--- src/rtl/mmu_seq_ctrl_if.sv ---
// mmu_seq_ctrl_if: job, weight/input handshake and MMU drive bundle for the systolic sequencer.
interface mmu_seq_ctrl_if #(
    parameter int DEPTH     = 4,
    parameter int BIT_WIDTH = 8,
    parameter int ROWS_W    = 16
);
    logic                       start;
    logic [ROWS_W-1:0]          num_rows;
    logic                       busy;
    logic                       done;
    logic                       wt_valid;
    logic                       wt_ready;
    logic [DEPTH*BIT_WIDTH-1:0] wt_row;
    logic                       in_valid;
    logic                       in_ready;
    logic [DEPTH*BIT_WIDTH-1:0] in_row;
    logic                       mmu_control;
    logic [DEPTH*BIT_WIDTH-1:0] mmu_wt_arr;
    logic [DEPTH*BIT_WIDTH-1:0] mmu_data_arr;
    logic [DEPTH-1:0]           res_valid;

    modport slave (
        input  start, num_rows, wt_valid, wt_row, in_valid, in_row,
        output busy, done, wt_ready, in_ready, mmu_control, mmu_wt_arr, mmu_data_arr, res_valid
    );

    modport master (
        output start, num_rows, wt_valid, wt_row, in_valid, in_row,
        input  busy, done, wt_ready, in_ready, mmu_control, mmu_wt_arr, mmu_data_arr, res_valid
    );
endinterface

--- src/rtl/mmu_seq_ctrl.sv ---
// mmu_seq_ctrl: per-job weight load, skewed input streaming, drain and result strobes for a systolic MMU.
module mmu_seq_ctrl #(
    parameter int DEPTH     = 4,
    parameter int BIT_WIDTH = 8,
    parameter int ROWS_W    = 16,
    parameter int MMU_LAT   = 8
) (
    input logic           clk,
    input logic           rst_n,
    mmu_seq_ctrl_if.slave bus
);
    localparam int DRAIN_CYC = 2*DEPTH - 1 + MMU_LAT;
    localparam int CW        = $clog2(DRAIN_CYC + 1);
    localparam int VL        = MMU_LAT + DEPTH;
    localparam logic [CW-1:0] WT_LAST = CW'(DEPTH - 1);
    localparam logic [CW-1:0] DR_LAST = CW'(DRAIN_CYC - 1);

    typedef enum logic [2:0] {IDLE, LOAD_WT, STREAM, DRAIN, DONE} state_t;

    state_t                     state_q, state_d;
    logic [CW-1:0]              cnt_q, cnt_d;
    logic [ROWS_W-1:0]          rows_q, rows_d;
    logic [DEPTH*BIT_WIDTH-1:0] wt_q;
    logic [DEPTH*BIT_WIDTH-1:0] data_arr;
    logic [VL-1:0]              v_q;
    logic                       wt_acc, in_acc, clr;

    assign wt_acc = (state_q == LOAD_WT) && bus.wt_valid;
    assign in_acc = (state_q == STREAM) && bus.in_valid;
    assign clr    = (state_q == IDLE) && bus.start;

    always_comb begin
        state_d = state_q;
        cnt_d   = cnt_q;
        rows_d  = rows_q;
        case (state_q)
            IDLE: if (bus.start) begin
                state_d = LOAD_WT;
                rows_d  = bus.num_rows;
                cnt_d   = '0;
            end
            LOAD_WT: if (wt_acc) begin
                cnt_d = cnt_q + 1'b1;
                if (cnt_q == WT_LAST) begin
                    cnt_d   = '0;
                    state_d = (rows_q == '0) ? DRAIN : STREAM;
                end
            end
            STREAM: if (in_acc) begin
                rows_d  = rows_q - 1'b1;
                state_d = (rows_q == ROWS_W'(1)) ? DRAIN : STREAM;
            end
            DRAIN: begin
                cnt_d   = cnt_q + 1'b1;
                state_d = (cnt_q == DR_LAST) ? DONE : DRAIN;
            end
            DONE:    state_d = IDLE;
            default: state_d = IDLE;
        endcase
    end

    always_ff @(posedge clk or negedge rst_n) begin
        if (!rst_n) begin
            state_q <= IDLE;
            cnt_q   <= '0;
            rows_q  <= '0;
            wt_q    <= '0;
            v_q     <= '0;
        end else begin
            state_q <= state_d;
            cnt_q   <= cnt_d;
            rows_q  <= rows_d;
            wt_q    <= wt_acc ? bus.wt_row : '0;
            v_q     <= clr ? '0 : {v_q[VL-2:0], in_acc};
        end
    end

    // lane k gets k+1 register stages so the array sees a diagonal wavefront
    for (genvar k = 0; k < DEPTH; k++) begin : g_lane
        logic [BIT_WIDTH-1:0] sr_q [k+1];
        always_ff @(posedge clk or negedge rst_n) begin
            if (!rst_n) begin
                sr_q <= '{default: '0};
            end else if (clr) begin
                sr_q <= '{default: '0};
            end else begin
                sr_q[0] <= in_acc ? bus.in_row[k*BIT_WIDTH +: BIT_WIDTH] : '0;
                for (int j = 1; j <= k; j++) sr_q[j] <= sr_q[j-1];
            end
        end
        assign data_arr[k*BIT_WIDTH +: BIT_WIDTH] = sr_q[k];
    end

    assign bus.busy         = state_q != IDLE;
    assign bus.done         = state_q == DONE;
    assign bus.wt_ready     = state_q == LOAD_WT;
    assign bus.in_ready     = state_q == STREAM;
    assign bus.mmu_control  = state_q == LOAD_WT;
    assign bus.mmu_wt_arr   = wt_q;
    assign bus.mmu_data_arr = data_arr;
    assign bus.res_valid    = v_q[VL-1:MMU_LAT];
endmodule
--- src/flat_wrapper.sv ---
// flat-port wrapper written by rule: the top's interface ports become plain ports
module mmu_seq_ctrl_flat 
#(
    parameter int DEPTH     = 4,
    parameter int BIT_WIDTH = 8,
    parameter int ROWS_W    = 16,
    parameter int MMU_LAT   = 8
)
  (clk, rst_n, bus_start, bus_num_rows, bus_wt_valid, bus_wt_row, bus_in_valid, bus_in_row, bus_busy, bus_done, bus_wt_ready, bus_in_ready, bus_mmu_control, bus_mmu_wt_arr, bus_mmu_data_arr, bus_res_valid);
  mmu_seq_ctrl_if #(.DEPTH(DEPTH), .BIT_WIDTH(BIT_WIDTH), .ROWS_W(ROWS_W)) bus_i ();
  input logic clk;
  input logic rst_n;
  input wire logic [$bits(bus_i.start)-1:0] bus_start;
  input wire logic [$bits(bus_i.num_rows)-1:0] bus_num_rows;
  input wire logic [$bits(bus_i.wt_valid)-1:0] bus_wt_valid;
  input wire logic [$bits(bus_i.wt_row)-1:0] bus_wt_row;
  input wire logic [$bits(bus_i.in_valid)-1:0] bus_in_valid;
  input wire logic [$bits(bus_i.in_row)-1:0] bus_in_row;
  output wire logic [$bits(bus_i.busy)-1:0] bus_busy;
  output wire logic [$bits(bus_i.done)-1:0] bus_done;
  output wire logic [$bits(bus_i.wt_ready)-1:0] bus_wt_ready;
  output wire logic [$bits(bus_i.in_ready)-1:0] bus_in_ready;
  output wire logic [$bits(bus_i.mmu_control)-1:0] bus_mmu_control;
  output wire logic [$bits(bus_i.mmu_wt_arr)-1:0] bus_mmu_wt_arr;
  output wire logic [$bits(bus_i.mmu_data_arr)-1:0] bus_mmu_data_arr;
  output wire logic [$bits(bus_i.res_valid)-1:0] bus_res_valid;
  assign bus_i.start = bus_start;
  assign bus_i.num_rows = bus_num_rows;
  assign bus_i.wt_valid = bus_wt_valid;
  assign bus_i.wt_row = bus_wt_row;
  assign bus_i.in_valid = bus_in_valid;
  assign bus_i.in_row = bus_in_row;
  assign bus_busy = bus_i.busy;
  assign bus_done = bus_i.done;
  assign bus_wt_ready = bus_i.wt_ready;
  assign bus_in_ready = bus_i.in_ready;
  assign bus_mmu_control = bus_i.mmu_control;
  assign bus_mmu_wt_arr = bus_i.mmu_wt_arr;
  assign bus_mmu_data_arr = bus_i.mmu_data_arr;
  assign bus_res_valid = bus_i.res_valid;
  mmu_seq_ctrl #(.DEPTH(DEPTH), .BIT_WIDTH(BIT_WIDTH), .ROWS_W(ROWS_W), .MMU_LAT(MMU_LAT)) u_core (.clk(clk), .rst_n(rst_n), .bus(bus_i));
endmodule
--- config.mk ---
export PLATFORM = sky130hd
export DESIGN_NAME = mmu_seq_ctrl_flat
export DESIGN_NICKNAME = d
export VERILOG_FILES = /design/src/rtl/mmu_seq_ctrl_if.sv /design/src/rtl/mmu_seq_ctrl.sv /design/src/flat_wrapper.sv
export SDC_FILE = /design/constraint.sdc
export NUM_CORES = 1
export LEC_CHECK = 0
export CAP_MARGIN = 20
export CORE_UTILIZATION = 55
export DETAILED_ROUTE_END_ITERATION = 8
export DONT_BUFFER_PORTS = 1
export GPL_ROUTABILITY_DRIVEN = 0
export PLACE_DENSITY_LB_ADDON = 0.12
export REMOVE_ABC_BUFFERS = 1
export SYNTH_ARGS = -nofsm -noshare
export SYNTH_HDL_FRONTEND = slang
export SYNTH_SLANG_ARGS = --single-unit
--- constraint.sdc ---
create_clock -name clk -period 2.2 [get_ports clk]
set_clock_uncertainty 0.05 [all_clocks]
set_input_delay 0.44 -clock clk [delete_from_list [all_inputs] [get_ports clk]]
set_output_delay 0.44 -clock clk [all_outputs]
set_load 0.005 [all_outputs]
==> impl_results.md, run 1 <==
- Max FO, Critical Path: 11
- Routed Antenna Nets: 0
- Number of synthesized flops with an enable pin: 0
- Final-report setup violation count: 0
- Data required, critical path: 1.71 ns
- GRT Overall Usage: 19.7%
- Final Hold Viols: 147
- Wire length per cell: 15.5 um
- Power Density: 907 mW/mm^2
- H-tree levels: 4
- Total gr overflow: 0
- Clock power share: 42.1%
- Final WL: 10.1 mm
- # DRC: 0
- Setup WS post-layout: 0.0908 ns
- Fin crit period: 2.11 ns
- Clk sinks: 147
- Ratio of cells with drive above 1 in the final layout: 11.4%
- CTS clk-pin slew, worst paths: 0.06 ns
- Ys async rst share: 100%
- Final period utilization: 95.9%
- Post-route cell area: 0.00677 mm^2
- DP Area: 0.00563 mm^2
- Max_slew headroom: 62.2%
- Starting Density: 57.4%
- Die H: 103 um
- Synth top cells by count: dfrtp_1, and2_1, buf_4, clkbuf_1, o21ai_0
- Setup bufs post-CTS: 0
- Drt pass-1 iters: 4
- Non-Filler Instances: 652
- Combinational group share of total power: 8.6%
- PortBufs: 0
- Fmax: 474 MHz
- FF+latch count, synth: 147
- Run status: complete, but fails checks
- CTS Buf Count: 17
- CP arrival: 1.62 ns
- First-pass GRT wire length: 15.5 mm
- Int Pwr: 4.69 mW
- Total power draw: 6.14 mW
- Final nets: 596
- Unique masters post-synth: 49
- CP Class: reg2out
- Area leader, netlist: dfrtp_1
- Peak VDD IR: 0.516 mV
- Yosys warns: 0
- Die area: 0.0107 mm^2
- R2R setup slack: 0.13 ns
- Synth Flop Type: dfrtp_1
- Placed insts: 562
- CTS tree: done
- Top-area cell type share of the netlist area: 65.0%
- Diodes inserted: 0
- Post-synthesis cell count: 465
- CP Capture Type: output port
- Syn Area/Cell: 12.2 um^2
- Switching Share: 23.6%
- Die width: 103 um
- Worst-case hold slack: -0.430 ns
- Max-cap violations: 0
- Core box area: 0.00986 mm^2
- Vias in the first global route: 3173
- Mapped Area: 0.00566 mm^2
- CTS Buffer Depth: 2
- Vias: 3399
- Top cells by area, synth: dfrtp_1, and2_1, buf_4, o21ai_0, clkbuf_1
- Reg power frac: 49.2%
- Post-route setup TNS: 0 ns
- Worst skew pair latency: 0.51 ns
- Fillers: 694
- Count leader, synth: dfrtp_1
- Initial antenna violation count: 0
- Util after Layout: 68.6%
- Fin. max-slew vios: 0
- Sequential fraction of the synthesis area: 65.0%
- Failing checks: negative hold slack
- Area Growth Syn to Fin: 19.6%
- Leakage power: 3.11 nW
- Worst Tran Pin Value: 0.563 ns
- Iteration-0 DRC Markers: 93
- Critical Path Source Type: register
- Ports: 158
- Rows: 36
- Hpwl dp: 6.27 mm
- RSZ-0062 raised after global routing: false
- Root Driver: clkbuf_8
- DP Worst Slack: 0.119 ns
- HP Class: in2async
- Largest net degree at the start of global routing: 148
- Vias per std cell: 5.21
- Reported net switching power: 1.45 mW
-- layout make-up --
class,instances,area [um^2],share of cell area (%)
well taps,133,166,2.46
multi-input cells,256,1640,24.2
flip-flops and latches,147,3680,54.4
clock inverters,12,108,1.59
repair buffers,74,703,10.4
inverters,11,41.3,0.610
clock buffers,19,432,6.38
-- layout by cell type, fill, tap and decap left out, types with 2 or more instances in the layout --
cell type	n
dfrtp_1	146
clkbuf_8	2
nor3b_1	2
a2bb2oi_1	2
inv_6	2
clkinv_2	4
clkbuf_16	16
o21ai_1	2
o22ai_1	3
a32oi_1	2
or3b_4	2
ha_1	3
o21ai_0	14
a211oi_1	4
nand2b_1	3
nor3_1	11
o31ai_1	2
nand4_1	2
a21oi_1	11
and2_1	124
or4_4	2
o311ai_0	2
dlygate4sd3_1	59
o211ai_1	2
inv_1	9
nand3_1	8
nor4_1	9
nand2_1	11
a22oi_1	2
clkinvlp_4	3
nor2b_1	3
buf_4	15
nor2_1	10
clkinv_4	2
-- critical path, stage by stage (launching register included) --
cell     delay (ns)
dfrtp_1        0.45
or3b_4         0.48
inv_2          0.17
-- cell families after synthesis --
logic type / count (synthesis) / synth area share (%)
compound gates: 54 / 6.39
xor+xnor: 1 / 0.155
fa+ha+maj: 4 / 0.884
buf+inv: 62 / 6.26
flops: 147 / 65.0
simple gates: 197 / 21.3
-- repair_timing --
action	CTS	global route
setup endpoints to repair	1	4
hold buffers	58	1
hold endpoints to repair	205	148
gates resized for setup	2	3
-- sequential cells by signal (all words and copies together), names as in the netlist --
signal	cells
u_core.g_lane.sr_q	56
u_core.v_q	12
u_core.cnt_q	4
u_core.bus.mmu_data_arr	24
u_core.state_q	3
u_core.bus.mmu_wt_arr	32
u_core.rows_q	16
-- worst paths after layout --
check | start | endpoint | depth (start not counted)
max reg2reg | u_core.rows_q[0] | u_core.rows_q[10] | 6
min in group clk | bus_wt_row[4] | u_core.bus.mmu_wt_arr[4] | 1
min reg2reg | u_core.g_lane[3].sr_q[8] | u_core.bus.mmu_data_arr[24] | 1
min | rst_n | u_core.rows_q[7] | 0
max | u_core.state_q[2] | bus_in_ready | 2
max in group asynchronous | rst_n | u_core.g_lane[2].sr_q[9] | 0
-- power by group through the flow --
stage | clock network [mW] | logic [mW] | registers, mW
finish | 2.59 | 0.530 | 3.02
CTS | 2.66 | 0.519 | 3.02
floorplan | 0 | 0.314 | 3.04
global placement | 0 | 0.422 | 3.06
global route | 2.78 | 0.592 | 3.05
detailed placement | 0 | 0.435 | 3.07
-- layer usage --
layer	vias up	GRT usage, %	wire (um)
met2	151	31.5	4910
met3	13	8.87	971
met5	-	0	0
met1	1636	23.8	4090
met4	0	6.83	118
li1	1599	-	-
Note: power is estimated with default switching activity, not from simulation.
==> run 2, diff against run 1 <==
--- a/config.mk
+++ b/config.mk
@@ -11,6 +11,7 @@
 export DONT_BUFFER_PORTS = 1
 export GPL_ROUTABILITY_DRIVEN = 0
 export PLACE_DENSITY_LB_ADDON = 0.12
+export RECOVER_POWER = 100
 export REMOVE_ABC_BUFFERS = 1
 export SYNTH_ARGS = -nofsm -noshare
 export SYNTH_HDL_FRONTEND = slang
==> impl_results.md, run 2 (synthesized netlist as in run 1, its figures left out) <==
- Root Driver: clkbuf_8
- Diodes inserted: 0 (unchanged)
- Cell Chain, Critical Path: or3b_4 > inv_2
- Met2 usage: 31.5% (unchanged)
- Clk sinks: 147 (unchanged)
- Starting Density: 57.4% (unchanged)
- Die H: 103 um (unchanged)
- CP Capture Type: output port
- Rows: 36 (unchanged)
- Fmax: 474 MHz (about the same)
- Vias: 3383 (-0.47%)
- Met1 Use GR: 23.8% (unchanged)
- CP max stage cell: or3b_4
- GRT Overall Usage: 19.7% (unchanged)
- Core box area: 0.00986 mm^2 (unchanged)
- Clock power share: 42.2% (about the same)
- Int Pwr: 4.68 mW (-0.26%)
- Drt pass-1 iters: 4 (unchanged)
- Largest Register: u_core.g_lane.sr_q
- Global Route met3 Usage: 8.87% (unchanged)
- Routed Antenna Nets: 0 (unchanged)
- Most frequent cells in the layout: dfrtp_1, and2_0, dlygate4sd3_1, and2_1, clkbuf_16
- Iteration-0 DRC Markers: 103 (+11%)
- Total power draw: 6.12 mW (-0.27%)
- Total gr overflow: 0 (unchanged)
- Max FO, Critical Path: 11 (unchanged)
- Initial antenna violation count: 0 (unchanged)
- Largest net degree at the start of global routing: 148 (unchanged)
- Ratio of cells with drive above 1 in the final layout: 10.6% (-0.77 points)
- Fin crit period: 2.11 ns (+0.00164 ns)
- Vias in the first global route: 3173 (unchanged)
- Final period utilization: 95.9% (about the same)
- CP Class: reg2out
- Peak VDD IR: 0.514 mV (-0.32%)
- Leakage power: 3.04 nW (-2.2%)
- H-tree levels: 4 (unchanged)
- Worst Tran Pin Value: 0.754 ns (+0.191 ns)
- Final nets: 596 (unchanged)
- Commonest non-fill, non-tap cell in the layout: dfrtp_1
- Hpwl dp: 6.27 mm (unchanged)
- Worst skew pair latency: 0.51 ns (about the same)
- Reg power frac: 49.4% (+0.2 points)
- RSZ-0062 raised after global routing: false
- Setup bufs post-CTS: 0 (unchanged)
- HP Class: in2async
- Multi-input gate area: 0.00164 mm^2 (-0.30%)
- Busiest layer in global routing: met2
- # DRC: 0 (unchanged)
- CP arrival: 1.62 ns (about the same)
- Combinational group share of total power: 8.4% (-0.2 points)
- Ports: 158 (unchanged)
- Vias per std cell: 5.19 (-0.47%)
- Final Hold Viols: 147 (unchanged)
- Reported net switching power: 1.45 mW (-0.31%)
- CTS Buffer Depth: 2 (unchanged)
- Wire length per cell: 15.4 um (-0.32%)
- Die width: 103 um (unchanged)
- Worst-case hold slack: -0.430 ns (-0.000349 ns)
- Critical Path Source Type: register
- Switching Share: 23.6% (about the same)
- CP max stage delay: 0.49 ns (about the same)
- Area Growth Syn to Fin: 19.2%
- Crit path max-delay family: simple AND/OR/NAND/NOR gates
- Register area: 0.00368 mm^2 (unchanged)
- Max-cap violations: 0 (unchanged)
- Fillers: 699 (+0.72%)
- Fin. max-slew vios: 0 (unchanged)
- Max_slew headroom: 49.7% (-13 points)
- Final-report setup violation count: 0 (unchanged)
- First-pass GRT wire length: 15.5 mm (unchanged)
- Final WL: 10.1 mm (-0.32%)
- Failing checks: negative hold slack
- Data required, critical path: 1.71 ns (about the same)
- CTS Buf Count: 17 (unchanged)
- Post-route setup TNS: 0 ns (unchanged)
- Crit path buf inv count: 1 (unchanged)
- PortBufs: 0 (unchanged)
- Die area: 0.0107 mm^2 (unchanged)
- CTS tree: done
- CTS clk-pin slew, worst paths: 0.06 ns (about the same)
- Max reg flops: 56 (unchanged)
- Power Density: 907 mW/mm^2 (about the same)
- Run status: complete, but fails checks
-- run 2: changes by cell type in the layout (fill, tap and decap cells not counted), sizes merged --
cell and delta:
buf -5, clkbuf +5
-- run 2: final timing paths --
kind | from | to | slack (ns) | cells past startpoint
min in group clk | bus_num_rows[4] | u_core.rows_q[4] | 0.03 | 1
setup / recovery | u_core.state_q[2] | bus_in_ready | 0.09 | 2
max in group asynchronous | rst_n | u_core.g_lane[2].sr_q[9] | 2.32 | 0
setup reg to reg | u_core.rows_q[3] | u_core.rows_q[7] | 0.11 | 4
hold reg to reg | u_core.v_q[7] | u_core.v_q[8] | 0.39 | 1
hold / removal | rst_n | u_core.rows_q[7] | -0.43 | 0
-- run 2: layout make-up --
type                            count  area share, %
Clock buffer                       19           6.40
Clock inverter                     12           1.59
Inverter                           11          0.612
Multi-Input combinational cell    256           24.2
Sequential cell                   147           54.5
Tap cell                          133           2.47
Timing Repair Buffer               74           10.2
-- run 2: through the flow --
step,instance area [um^2],std cells,utilization (%),setup WS (ns)
CTS,6750,651,68.5,0.0264
global placement,5630,562,57.1,0.100
global route,6750,652,68.4,0.0147
finish,6750,652,68.4,0.0891
floorplan,5350,414,-,0.0413
detailed placement,5630,562,57.1,0.119
-- run 2: power by group through the flow --
stage	registers, mW	clock network, mW	logic [mW]
2_1_floorplan	3.04	0	0.314
3_3_place_gp	3.06	0	0.422
3_5_place_dp	3.07	0	0.435
4_1_cts	3.02	2.66	0.519
5_1_grt	3.05	2.78	0.580
6_report	3.02	2.58	0.517
-- run 2: repair_timing --
item / 4_1_cts / 5_1_grt
pin swaps: 0 / 0
setup endpoints to repair: 1 / 4
gates resized for setup: 2 / 3
hold buffers: 58 / 1
endpoints found under the hold margin: 205 / 148
-- run 2: metal layers --
metal	share of wire, %	up-vias
li1	-	1603
met1	40	1617
met2	49	148
met3	9.7	15
met4	1.3	0
met5	0	-
==> RTL change, RTL diff (flow settings as in run 2) <==
Take the reset off `wt_q` and load it in a clocked block of its own.
--- a/src/rtl/mmu_seq_ctrl.sv
+++ b/src/rtl/mmu_seq_ctrl.sv
@@ -66,3 +66,2 @@
             rows_q  <= '0;
-            wt_q    <= '0;
             v_q     <= '0;
@@ -72,5 +71,8 @@
             rows_q  <= rows_d;
-            wt_q    <= wt_acc ? bus.wt_row : '0;
             v_q     <= clr ? '0 : {v_q[VL-2:0], in_acc};
         end
+    end
+
+    always_ff @(posedge clk) begin
+        wt_q <= wt_acc ? bus.wt_row : '0;
     end
Function: differs if rst_n is asserted again (counterexample within 4 cycles, from zero or initial values and one cycle with rst_n low); with rst_n held inactive, the same outputs for 10 cycles.
==> RTL change against run 2 <==
- the flow still finishes with violations (hold timing)
- die area shrank 2.1%
- sequential cell count is the same
- wire length grew 0.27%
- synthesized cell count grew 1.9%
- sequential share of layout area grew 1.4 points
- fmax shrank 0.71%
- setup slack lost 15 ps
- hold slack lost 4.2 ps
- cell count shrank 5.4%
- synthesized area shrank 2.2%
- cell area shrank 6.8%
- highest routed layer unchanged
Power is not compared: it rests on default switching activity, and its combinational part moved more than twofold at a synthesized area within 25%.
==> RTL change: results (changes against run 2) <==
----------------------------------------------------
[Finish]
  Number of flip-flops in the largest register ... 56 (unchanged)
  Share of final-layout standard cells stronger than drive strength 1 ... 11.80% (was 10.60%)

[Synthesis]
  Part of the Yosys area used for sequential elements ... 63.55% (was 64.99%)
  Cell types occupying the most area after synthesis ... dfrtp_1 (52%), dfxtp_1 (12%), and3_1 (7.2%) (was dfrtp_1 (65%), and2_1 (14%), buf_4 (3.8%))
  Library cells used by synthesis ... 47 (was 49)
  Most instantiated cells after synthesis ... dfrtp_1 (115), and3_1 (64), nor2b_1 (55), dfxtp_1 (32), buf_4 (29) (was dfrtp_1 (147), and2_1 (124), buf_4 (29), clkbuf_1 (17), o21ai_0 (14))
  Async SR Flop Fraction ... 78.23% (was 100.0%)
  Synthesized area per cell ... 11.68 sq um (was 12.17 sq um)

[Critical path]
  Signal arrival time at the worst endpoint ... 1640 ps (was 1620 ps)
  RR Startpoint ... u_core.state_q[2]$_DFFE_PN0P_ (was u_core.rows_q[3]$_DFFE_PN0P_)
  Endpoint of the worst register-to-register path ... u_core.bus.mmu_wt_arr[12]$_SDFF_PN0_ (was u_core.rows_q[7]$_DFFE_PN0P_)
  Register-to-Register Path Depth ... 5 (was 4)
  Flop-to-flop setup slack ... 290 ps (was 110 ps)
  Peak fanout along the critical path ... 25 (was 11)

[Min path]
  Hold crit path type ... input pin to async pin (unchanged)

[Power and ir drop]
  Peak VDD IR ... just over 700 uV

[Global routing]
  Global-route wire length before repair ... 15.36 mm (was 15.48 mm)
  Number of global-route vias before repair ... 2987 (was 3173)
  Met3 global-route usage ... 8.618% (was 8.871%)
  GRT met1 Usage ... 24.74% (was 23.77%)
  Initial antenna violation count ... 1 (was 0)
  Maximum number of pins on one net before global-route repair ... 116 (was 148)
  Overall fraction of global-route tracks in use ... 20.06% (was 19.71%)
  Met2 capacity usage during global routing ... 30.72% (was 31.48%)

[Outcome]
  Violations in the final reports ... hold timing (unchanged)
  Run status ... finished with violations (unchanged)

[Drt]
  DRC violation total after the first TritonRoute iteration ... 75 (was 103)
  Total number of vias ... 3263 (was 3383)
  Detailed Route WL ... 10.08 mm (was 10.05 mm)
  Detail-routed via count per cell ... 5.288 (was 5.189)

[STA]
  Worst relative slew slack ... 55.04% (was 49.72%)
  Hold slack final ... -434.2 ps (was -430.0 ps)
  Final hold viol count ... 115 (was 147)

[Placement]
  Port Buffer Count ... 0 (unchanged)
  Detailed placement HPWL ... 6.096 mm (was 6.272 mm)
  Number of placed instances, taps included ... 560 (was 562)

----------------------------------------------------
-- RTL change: cell count changes after synthesis, moves of 4 or more --
cell / before / now
and3_1: 1 / 64
nor3_1: 12 / 4
a21oi_1: 11 / 15
a2bb2oi_1: 2 / 6
nand2_1: 11 / 16
nor2b_1: 3 / 55
dfxtp_1: 0 / 32
dfrtp_1: 147 / 115
and2b_1: 0 / 5
nor4_1: 9 / 2
and2_1: 124 / 2
-- RTL change: stage by stage --
| step | total power, mW | utilization, % | setup WS, ps | instance area [sq um] |
|---|---|---|---|---|
| floorplan | 4.918 | - | -99.16 | 5191 |
| global placement | 5.352 | 55.72 | 329.5 | 5446 |
| detailed placement | 5.427 | 55.72 | 278.9 | 5446 |
| CTS | 8.316 | 63.40 | 22.16 | 6197 |
| global route | 8.873 | 64.31 | -3.066 | 6286 |
| finish | 8.325 | 64.34 | 73.97 | 6289 |
-- RTL change: routing by layer --
| metal | up-vias | wire (um) |
|---|---|---|
| met4 | 0 | 201 |
| li1 | 1581 | - |
| met5 | - | 0 |
| met1 | 1588 | 4359 |
| met2 | 74 | 5006 |
| met3 | 20 | 513 |
-- RTL change: layout make-up --
cell class,count,area (sq um)
Timing Repair Buffer,34,319.1
Sequential cell,147,3518
Fill cell,758,3486
Clock buffer,17,414.1
Tap cell,133,166.4
Clock inverter,15,182.7
Multi-Input combinational cell,261,1644
Antenna cell,1,2.502
Inverter,9,41.29
-- RTL change: cells by family after synthesis --
kind of cell	after synthesis	share of synthesized area, %
compound gates	60	6.757
buf+inv	66	6.870
flops	147	63.55
mux	3	0.5424
simple gates	194	21.38
fa+ha+maj	4	0.9040
-- RTL change: what timing repair did --
item / 4_1_cts / 5_1_grt
pin swaps: 0 / 1
gates cloned: 0 / 1
hold endpoints to repair: 141 / 122
buffers inserted: 0 / 3
gates resized for setup: 1 / 4
hold buffers: 15 / 5
endpoints found under the setup margin: 1 / 3
-- RTL change: worst max-delay path by stage --
stage | depth (start not counted) | slack [ps] | endpoint
final | 2 | 70 | bus_in_ready
after global routing | 2 | -3 | bus_in_ready
after CTS | 2 | 20 | bus_in_ready
after floorplan | 3 | -100 | u_core.bus.mmu_data_arr[18]$_DFF_PN0_
after detailed placement | 5 | 280 | u_core.g_lane[2].sr_q[23]$_DFF_PN0_
after global placement | 6 | 330 | u_core.rows_q[12]$_DFFE_PN0P_
-- RTL change: power groups by stage --
| stage | sequential, mW | clock [mW] | combinational (mW) |
|---|---|---|---|
| CTS | 3.74 | 2.89 | 1.69 |
| finish | 3.74 | 2.83 | 1.76 |
| floorplan | 3.71 | 0 | 1.21 |
| global placement | 3.76 | 0 | 1.59 |
| detailed placement | 3.78 | 0 | 1.64 |
| global route | 3.84 | 3.02 | 2.01 |
